--- src/rtl/scan_pkg.sv ---
// Shared definitions for the scan-side request initiator: op codes,
// command frame field positions, FSM state type and request bundle.
package scan_pkg;
    localparam logic [1:0] OP_NOP   = 2'b00;
    localparam logic [1:0] OP_READ  = 2'b01;
    localparam logic [1:0] OP_WRITE = 2'b10;
    localparam logic [1:0] OP_RSVD  = 2'b11;

    localparam int ADDR_W  = 16;
    localparam int DATA_W  = 16;

    // frame = {op[1:0], addr[15:0], data[15:0]}
    localparam int OP_HI   = 33;
    localparam int OP_LO   = 32;
    localparam int ADDR_HI = 31;
    localparam int ADDR_LO = 16;
    localparam int DATA_HI = 15;
    localparam int DATA_LO = 0;

    typedef enum logic [1:0] {
        ST_IDLE = 2'd0,
        ST_REQ  = 2'd1,
        ST_FIN  = 2'd2
    } state_t;

    typedef struct packed {
        logic              ren;
        logic              wen;
        logic [ADDR_W-1:0] addr;
        logic [DATA_W-1:0] wdata;
    } req_t;
endpackage

--- src/rtl/scan_rwctr_if.sv ---
// Request bus between the scan initiator (master) and the SRAM/register router.
interface scan_rwctr_if;
    import scan_pkg::*;

    logic              ren;
    logic              wen;
    logic [ADDR_W-1:0] addr;
    logic [DATA_W-1:0] wdata;
    logic [DATA_W-1:0] rdata;
    logic              ready;

    modport master (output ren, wen, addr, wdata, input rdata, ready);
    modport slave  (input ren, wen, addr, wdata, output rdata, ready);
endinterface

--- src/rtl/scan_shift_reg.sv ---
// Command frame register: shifts left (LSB in, MSB out) and can overwrite
// the data field in parallel with captured read data.
module scan_shift_reg
    import scan_pkg::*;
#(
    parameter int FRAME_W = 34
) (
    input  logic               clk,
    input  logic               rst,
    input  logic               shift_en,
    input  logic               shift_in,
    input  logic               load_lo,
    input  logic [DATA_W-1:0]  load_data,
    output logic [FRAME_W-1:0] sr
);
    always_ff @(posedge clk) begin
        if (rst)
            sr <= '0;
        else if (load_lo)
            sr[DATA_HI:DATA_LO] <= load_data;
        else if (shift_en)
            sr <= {sr[FRAME_W-2:0], shift_in};
    end
endmodule

--- src/rtl/scan_rwctr.sv ---
// Scan-side initiator: decodes the shifted-in frame on an update strobe,
// issues one read/write, waits for ready (with timeout) and folds read data back.
module scan_rwctr
    import scan_pkg::*;
#(
    parameter int FRAME_W        = 34,
    parameter int TIMEOUT_CYCLES = 255
) (
    input  logic          clk,
    input  logic          rst,
    input  logic          scan_in,
    input  logic          scan_en,
    input  logic          scan_update,
    output logic          scan_out,
    output logic          busy,
    output logic          done,
    output logic          err,
    scan_rwctr_if.master  bus
);
    localparam int CNT_W = $clog2(TIMEOUT_CYCLES) + 1;
    localparam logic [CNT_W-1:0] TMO_LAST = CNT_W'(TIMEOUT_CYCLES - 1);

    state_t             state;
    req_t               req;
    logic [CNT_W-1:0]   cnt;
    logic [FRAME_W-1:0] sr;
    logic [1:0]         op;
    logic               shift_en;
    logic               load_lo;
    logic [DATA_W-1:0]  load_data;

    assign op       = sr[OP_HI:OP_LO];
    assign scan_out = sr[FRAME_W-1];
    // an update on the same edge as scan_en launches from the unshifted frame
    assign shift_en = (state == ST_IDLE) && scan_en && !scan_update;

    // read completion captures rdata; a read timeout zeroes the data field
    always_comb begin
        load_lo   = 1'b0;
        load_data = bus.rdata;
        if (state == ST_REQ && req.ren) begin
            if (bus.ready) begin
                load_lo = 1'b1;
            end else if (cnt == TMO_LAST) begin
                load_lo   = 1'b1;
                load_data = '0;
            end
        end
    end

    scan_shift_reg #(.FRAME_W(FRAME_W)) u_sr (
        .clk       (clk),
        .rst       (rst),
        .shift_en  (shift_en),
        .shift_in  (scan_in),
        .load_lo   (load_lo),
        .load_data (load_data),
        .sr        (sr)
    );

    always_ff @(posedge clk) begin
        if (rst) begin
            state <= ST_IDLE;
            req   <= '0;
            cnt   <= '0;
            busy  <= 1'b0;
            done  <= 1'b0;
            err   <= 1'b0;
        end else begin
            done <= 1'b0;
            case (state)
                ST_IDLE: begin
                    if (scan_update) begin
                        if (op == OP_READ || op == OP_WRITE) begin
                            req.ren   <= (op == OP_READ);
                            req.wen   <= (op == OP_WRITE);
                            req.addr  <= sr[ADDR_HI:ADDR_LO];
                            req.wdata <= sr[DATA_HI:DATA_LO];
                            cnt       <= '0;
                            busy      <= 1'b1;
                            err       <= 1'b0;
                            state     <= ST_REQ;
                        end else begin
                            if (op == OP_RSVD)
                                err <= 1'b1;
                            done  <= 1'b1;
                            state <= ST_FIN;
                        end
                    end
                end
                ST_REQ: begin
                    // overrun: flag it but let the current transaction finish
                    if (scan_update)
                        err <= 1'b1;
                    if (bus.ready) begin
                        req.ren <= 1'b0;
                        req.wen <= 1'b0;
                        busy    <= 1'b0;
                        done    <= 1'b1;
                        state   <= ST_FIN;
                    end else if (cnt == TMO_LAST) begin
                        req.ren <= 1'b0;
                        req.wen <= 1'b0;
                        busy    <= 1'b0;
                        done    <= 1'b1;
                        err     <= 1'b1;
                        state   <= ST_FIN;
                    end else begin
                        cnt <= cnt + 1'b1;
                    end
                end
                ST_FIN: begin
                    if (scan_update)
                        err <= 1'b1;
                    state <= ST_IDLE;
                end
                default: state <= ST_IDLE;
            endcase
        end
    end

    assign bus.ren   = req.ren;
    assign bus.wen   = req.wen;
    assign bus.addr  = req.addr;
    assign bus.wdata = req.wdata;
endmodule

--- src/flat_wrapper.sv ---
// flat-port wrapper written by rule: the top's interface ports become plain ports
module scan_rwctr_flat import scan_pkg::*;
#(
    parameter int FRAME_W        = 34,
    parameter int TIMEOUT_CYCLES = 255
)
  (clk, rst, scan_in, scan_en, scan_update, scan_out, busy, done, err, bus_ren, bus_wen, bus_addr, bus_wdata, bus_rdata, bus_ready);
  scan_rwctr_if bus_i ();
  input  logic clk;
  input  logic rst;
  input  logic scan_in;
  input  logic scan_en;
  input  logic scan_update;
  output logic scan_out;
  output logic busy;
  output logic done;
  output logic err;
  output wire logic [$bits(bus_i.ren)-1:0] bus_ren;
  output wire logic [$bits(bus_i.wen)-1:0] bus_wen;
  output wire logic [$bits(bus_i.addr)-1:0] bus_addr;
  output wire logic [$bits(bus_i.wdata)-1:0] bus_wdata;
  input wire logic [$bits(bus_i.rdata)-1:0] bus_rdata;
  input wire logic [$bits(bus_i.ready)-1:0] bus_ready;
  assign bus_ren = bus_i.ren;
  assign bus_wen = bus_i.wen;
  assign bus_addr = bus_i.addr;
  assign bus_wdata = bus_i.wdata;
  assign bus_i.rdata = bus_rdata;
  assign bus_i.ready = bus_ready;
  scan_rwctr #(.FRAME_W(FRAME_W), .TIMEOUT_CYCLES(TIMEOUT_CYCLES)) u_core (.clk(clk), .rst(rst), .scan_in(scan_in), .scan_en(scan_en), .scan_update(scan_update), .scan_out(scan_out), .busy(busy), .done(done), .err(err), .bus(bus_i));
endmodule
--- config.mk ---
export PLATFORM = sky130hd
export DESIGN_NAME = scan_rwctr_flat
export DESIGN_NICKNAME = d
export VERILOG_FILES = /design/src/rtl/scan_pkg.sv /design/src/rtl/scan_rwctr_if.sv /design/src/rtl/scan_shift_reg.sv /design/src/rtl/scan_rwctr.sv /design/src/flat_wrapper.sv
export SDC_FILE = /design/constraint.sdc
export NUM_CORES = 1
export LEC_CHECK = 0
export ABC_AREA = 1
export BUFFER_PORTS_ARGS = -buffer_cell sky130_fd_sc_hd__buf_2
export CAP_MARGIN = 20
export CORE_UTILIZATION = 45
export DETAILED_ROUTE_END_ITERATION = 16
export PLACE_DENSITY = 0.8
export SYNTH_ARGS = -nofsm -noshare
export SYNTH_HDL_FRONTEND = slang
export SYNTH_SLANG_ARGS = --single-unit
--- constraint.sdc ---
create_clock -name clk -period 1.48 [get_ports clk]
set_input_delay 0.296 -clock clk [delete_from_list [all_inputs] [get_ports clk]]
set_output_delay 0.296 -clock clk [all_outputs]
set_load 0.01 [all_outputs]
==> results of run 1 <==
==> Yosys cell counts (all sizes together) <==
cell | number | area share
nor2 | 101 | 0.11
nand2 | 85 | 0.11
dfxtp | 82 | 0.45
o21ai | 52 | 0.071
a21oi | 34 | 0.057
nand3 | 28 | 0.038
inv | 27 | 0.028
or2 | 17 | 0.029
a22oi | 14 | 0.029
clkbuf | 14 | 0.014
buf | 11 | 0.023
ha | 8 | 0.027
nand4 | 2 | 0.0034
o21a | 2 | 0.0041
xnor2 | 2 | 0.0048
clkinv | 1 | 0.0010
o22ai | 1 | 0.0017
==> layout by cell type (no fill, tap or decap), types with 5 or more instances in the layout <==
cell / count
a21oi_1: 18
a21oi_2: 15
a22oi_1: 5
a22oi_2: 9
buf_12: 7
buf_2: 59
buf_4: 36
buf_6: 10
clkbuf_8: 10
dfxtp_1: 76
dfxtp_2: 6
inv_1: 17
inv_2: 5
nand2_1: 56
nand2_2: 21
nand2_4: 7
nand3_1: 22
nor2_1: 60
nor2_2: 23
nor2_4: 19
o21ai_0: 38
o21ai_1: 8
o21ai_2: 6
or2_0: 5
or2_2: 7
==> worst min path at each step <==
stage,depth (start not counted),start,end
after floorplan,2,u_core.u_sr.sr[19],u_core.u_sr.sr[19]
after global placement,2,u_core.busy,u_core.busy
after detailed placement,2,u_core.bus.wen,u_core.bus.wen
after CTS,3,bus_rdata[2],u_core.u_sr.sr[2]
after global routing,3,bus_rdata[13],u_core.u_sr.sr[13]
final,3,bus_rdata[3],u_core.u_sr.sr[3]
==> power by group <==
part / total (uW) / internal [uW] / switching [uW]
Combinational: 475 / 191 / 284
Clock: 1750 / 846 / 909
Sequential: 2300 / 2250 / 51.8
Total: 4530 / 3290 / 1240
==> metal layers <==
layer	share of wire	vias to the layer above
met5	0	-
met4	0.059	0
met3	0.082	83
met2	0.48	255
met1	0.38	1886
li1	-	1790
==> worst min-delay path, stage by stage <==
cell and delay, ns:
buf_2 0.08, a22oi_1 0.08, nor2_1 0.09
==> stage by stage <==
step                       util  power [uW]  std cells  setup TNS [ns]  hold slack (ns)
final                     0.687        4530        697           -6.97            0.201
after global routing      0.687        4630        697          -10.44            0.197
after CTS                 0.623        4420        687          -0.245            0.188
after detailed placement  0.558        2660        658           -4.29            0.464
after global placement    0.558        2650        658           -2.94            0.462
after floorplan               -        2540        481          -0.560            0.453
==> final cells by class <==
| class | instances | share of cell area |
|---|---|---|
| multi-input combinational | 350 | 0.421 |
| sequential | 82 | 0.309 |
| timing repair buffer | 119 | 0.183 |
| clock buffer | 10 | 0.0258 |
| tap | 102 | 0.0239 |
| inverter | 28 | 0.0234 |
| clock inverter | 6 | 0.0138 |
==> sequential cells by signal, indices dropped and copies added, names as in the netlist <==
| signal | flops |
|---|---|
| u_core.u_sr.sr | 34 |
| u_core.busy | 1 |
| u_core.cnt | 9 |
| u_core.bus.ren | 1 |
| u_core.done | 1 |
| u_core.state | 2 |
| u_core.bus.wen | 1 |
| u_core.bus.addr | 16 |
| u_core.bus.wdata | 16 |
| u_core.err | 1 |
==> cells by family (layout without fill, tap and decap cells) <==
kind of cell / count (synthesis) / in the layout / share of synthesized area
XOR/XNOR: 2 / 2 / 0.00480
flip-flops: 82 / 82 / 0.450
AO/OA/AOI/OAI: 103 / 103 / 0.163
buffers and inverters: 53 / 163 / 0.0658
adder cells (fa/ha/maj): 8 / 8 / 0.0274
AND/OR/NAND/NOR: 233 / 237 / 0.289
==> repair_timing <==
| action | 4_1_cts | 5_1_grt |
|---|---|---|
| setup endpoints to repair | 51 | 82 |
| cloned | 4 | 7 |
| pin swaps | 19 | 29 |
| gates resized for setup | 53 | 106 |
| buffers inserted | 9 | 4 |
| hold endpoints to repair | 0 | 0 |
==> flow_summary.ini, run 1 <==
[flow_run]
max_cap_viol_count = 0

[clocking]
worstSkewPairLatency_ns = 0.38
clockRootBuffer = clkbuf_8
h-tree-depth = 3
cts_buffers = 9
cts_sinks = 82
ctsHoldBuffers = 0
cts_tree = yes
path_clk_slew_ns = 0.10
clk_path_buf_depth = 2

[pwr]
ir_drop_mv = 0.564
p_leak_uw = 0.00231
pwr_density_cell_mw_per_mm2 = 848

[setup_path]
crit_path_start = u_core.state[0]
cp.required_ns = 1.73
criticalPathCategory = reg2reg
path_max_fanout = 17
reg2reg_slack_ns = -0.24
crit_end = u_core.u_sr.sr[0]
cp_num_buf_inv = 3
critPathMaxStageDelay_ns = 0.40
critPathSlowestCell = dfxtp_2
r2r_end = u_core.u_sr.sr[0]
r2r_start = u_core.state[0]
cp.depth = 9
endpoint_kind = flip-flop
path_cells = inv_2, ha_4, nand2_2, nor2_4, inv_6, buf_4, nand2_4, o21ai_0, nor2_1
worstPathArrival_ns = 1.97
crit_path_start_kind = flip-flop
rr_worst_depth = 9
path_delay_family = flip-flops

[logic_synthesis]
ys_seq_area_frac = 0.450
synth.distinct_cells = 31
synth.cell_area_mm2 = 0.00365
synth_nets = 511
avgSynthCellArea_um2 = 7.59
ys_ff_latch = 82
synthCells = 481
ys_warn_count = 0

[floorplanning]
io_pins = 60
start_util = 0.470
die_y_um = 92.0
fp.coreArea_mm2 = 0.00777
dieWidth_um = 92.0
dieArea_mm2 = 0.00847
rows = 32

[placement]
gp_congestion = 0.807
dp_hpwl_um = 5830
placed_cell_area_mm2 = 0.00433
dp_slack_ns = -0.290
port_buffers = 59

[timing]
rsz0062_at_grt = yes
slew_viol_final = 0
post-route-period-util = 1.16
maxSlewHeadroom = 0.679
timing.fmax_ghz = 0.582
finalSetupViolations = 80
tightest_slew_ns = 0.480
fin_worst_skew_ns = 0.0152
finalHoldViolations = 0
period_minus_slack_ns = 1.72
fin_ws_ns = -0.239

[routing]
num_vias = 4014
wirelength_um = 12400
postRouteAntennaNets = 0
drtIter0Drc = 336
drt-pass1-iter-count = 6
drc = 0
routedWlPerCell_um = 17.8
vias_per_cell = 5.76

[cells_and_area]
multiInputGateArea_mm2 = 0.00225
n_antenna_cell = 0
final_net_count = 620
fillers = 531
drive_above_1_share = 0.461
fin_area_mm2 = 0.00534
syn2layout_area_growth_pct = 46.3
seqCellArea_mm2 = 0.00165

[run_status]
violations = negative setup slack
outcome = finished, violations left

[global_routing]
use_met3 = 0.0456
grt_util_met2 = 0.409
grt_use_total = 0.242
grt_max_degree = 42
use_met1 = 0.291
grt_overflow = 0
antenna_found_initial = 0
grt_pass1_vias = 3493
grt_pass1_wl_um = 16200
grt-busiest-layer = met2

[hold_path]
hp-class = in2reg
No activity file was read; power rests on OpenSTA's default activity.
==> run 2: changes to the inputs <==
--- a/config.mk
+++ b/config.mk
@@ -6,8 +6,10 @@
 export NUM_CORES = 1
 export LEC_CHECK = 0
 export ABC_AREA = 1
+export ABC_CLOCK_PERIOD_IN_PS = 1480
 export BUFFER_PORTS_ARGS = -buffer_cell sky130_fd_sc_hd__buf_2
 export CAP_MARGIN = 20
+export CORE_MARGIN = 1.5
 export CORE_UTILIZATION = 45
 export DETAILED_ROUTE_END_ITERATION = 16
 export PLACE_DENSITY = 0.8
==> flow_summary.ini, run 2 (same netlist as run 1, synthesis figures left out) <==
[run_status]
outcome = finished, violations left
violations = negative setup slack

[setup_path]
path_cells = inv_2, buf_6, ha_4, nand2_4, nor2_4, inv_6, or2_2, a22oi_1, nor2_1
endpoint_kind = flip-flop
worstPathArrival_ns = 1.88
rr_worst_depth = 9
cp.depth = 9
crit_path_start_kind = flip-flop
criticalPathCategory = reg2reg
reg2reg_slack_ns = -0.15
cp.required_ns = 1.73
critPathMaxStageDelay_ns = 0.34
cp_num_buf_inv = 3
critPathSlowestCell = dfxtp_2
path_max_fanout = 17
path_delay_family = simple AND/OR/NAND/NOR gates

[placement]
port_buffers = 59
gp_congestion = 0.922
dp_cells = 655
dp_hpwl_um = 6190

[routing]
wirelength_um = 10800
postRouteAntennaNets = 0
routedWlPerCell_um = 15.7
drtIter0Drc = 294
drc = 0
num_vias = 3715
drt-pass1-iter-count = 5
vias_per_cell = 5.38

[global_routing]
grt_use_total = 0.225
grt_overflow = 0
grt_pass1_wl_um = 15500
antenna_found_initial = 0
grt_pass1_vias = 3387
grt_max_degree = 36

[cells_and_area]
largest_reg_flops = 34
drive_above_1_share = 0.376
fillers = 630
syn2layout_area_growth_pct = 37.5
top_regs = u_core.u_sr.sr (34), u_core.bus.addr (16), u_core.bus.wdata (16)
fin_cells = 690
layout_common_cells = nor2_1, dfxtp_1, nand2_1
multiInputGateArea_mm2 = 0.00208
top_register = u_core.u_sr.sr
seqCellArea_mm2 = 0.00165
final_net_count = 613
utilization = 0.642
n_antenna_cell = 0
final_common_cell = nor2_1

[pwr]
switching_share = 0.251
ir_drop_mv = 0.642
power.switching_uw = 1210
pwr-share-comb = 0.101
internal_power_uw = 3600
pwr-share-seq = 0.476
pwr-share-clk = 0.423
p_leak_uw = 0.00227
finalPower_uw = 4810
pwr_density_cell_mw_per_mm2 = 958

[flow_run]
max_cap_viol_count = 0

[floorplanning]
dieArea_mm2 = 0.00866
io_pins = 60
dieWidth_um = 93.0
fp.coreArea_mm2 = 0.00781
die_y_um = 93.0
start_util = 0.467
rows = 32

[timing]
slew_viol_final = 0
fin_ws_ns = -0.150
tightest_slew_ns = 0.460
timing.fmax_ghz = 0.614
rsz0062_at_grt = yes
maxSlewHeadroom = 0.693
fin_worst_skew_ns = 0.0117
period_minus_slack_ns = 1.63
finalSetupViolations = 74
whs_ns = 0.186
post-route-period-util = 1.10
finalHoldViolations = 0

[clocking]
cts_tree = yes
worstSkewPairLatency_ns = 0.37
cts_sinks = 82
cts_buffers = 9
path_clk_slew_ns = 0.10
clockRootBuffer = clkbuf_8
clk_path_buf_depth = 2
h-tree-depth = 3
ctsHoldBuffers = 0

[hold_path]
whs_path_depth = 3
hp-class = in2reg
[run 2: final timing paths]
| check | endpoint | start |
|---|---|---|
| max reg2reg | u_core.u_sr.sr[11] | u_core.state[1] |
| max | u_core.u_sr.sr[11] | u_core.state[1] |
| min reg2reg | u_core.bus.wen | u_core.bus.wen |
| min | u_core.u_sr.sr[4] | bus_rdata[4] |
[run 2: worst register-to-register path, delay by kind of cell, from the launching register on]
family	cells	cell delay [ns]
AND/OR/NAND/NOR	4	0.59
flip-flops	1	0.34
buffers and inverters	3	0.25
AO/OA/AOI/OAI	1	0.18
adder cells (fa/ha/maj)	1	0.17
[run 2: cell type report]
class	instances	share of cell area
well taps	102	0.0254
repair buffers	111	0.158
flip-flops and latches	82	0.329
clock inverters	7	0.0247
multi-input cells	351	0.415
inverters	28	0.0234
clock buffers	9	0.0247
[run 2: timing repair]
item	in CTS	in global routing
setup endpoints to repair	78	82
buffers inserted	4	7
cloned	2	6
pin swaps	10	8
gates resized for setup	37	52
[run 2: layer usage]
layer / wire length, um / global-route usage
met2: 5450 / 0.385
met4: 361 / 0.107
met5: 0 / 0
met1: 4240 / 0.277
met3: 749 / 0.0333
[run 2: power by group through the flow]
stage / Combinational (uW) / Sequential (uW) / Clock, uW
final: 486 / 2290 / 2030
after global routing: 520 / 2290 / 2160
after CTS: 385 / 2280 / 2030
after detailed placement: 333 / 2330 / 0
after global placement: 319 / 2330 / 0
after floorplan: 220 / 2320 / 0
[run 2: metrics by stage]
step / worst slack (ns) / setup TNS [ns] / area (um2)
3_3_place_gp: -0.153 / -2.83 / 4270
5_1_grt: -0.176 / -7.81 / 5020
3_5_place_dp: -0.270 / -5.80 / 4270
4_1_cts: -0.0598 / -1.16 / 4660
2_1_floorplan: -0.0183 / -0.560 / 3670
6_report: -0.150 / -2.83 / 5020
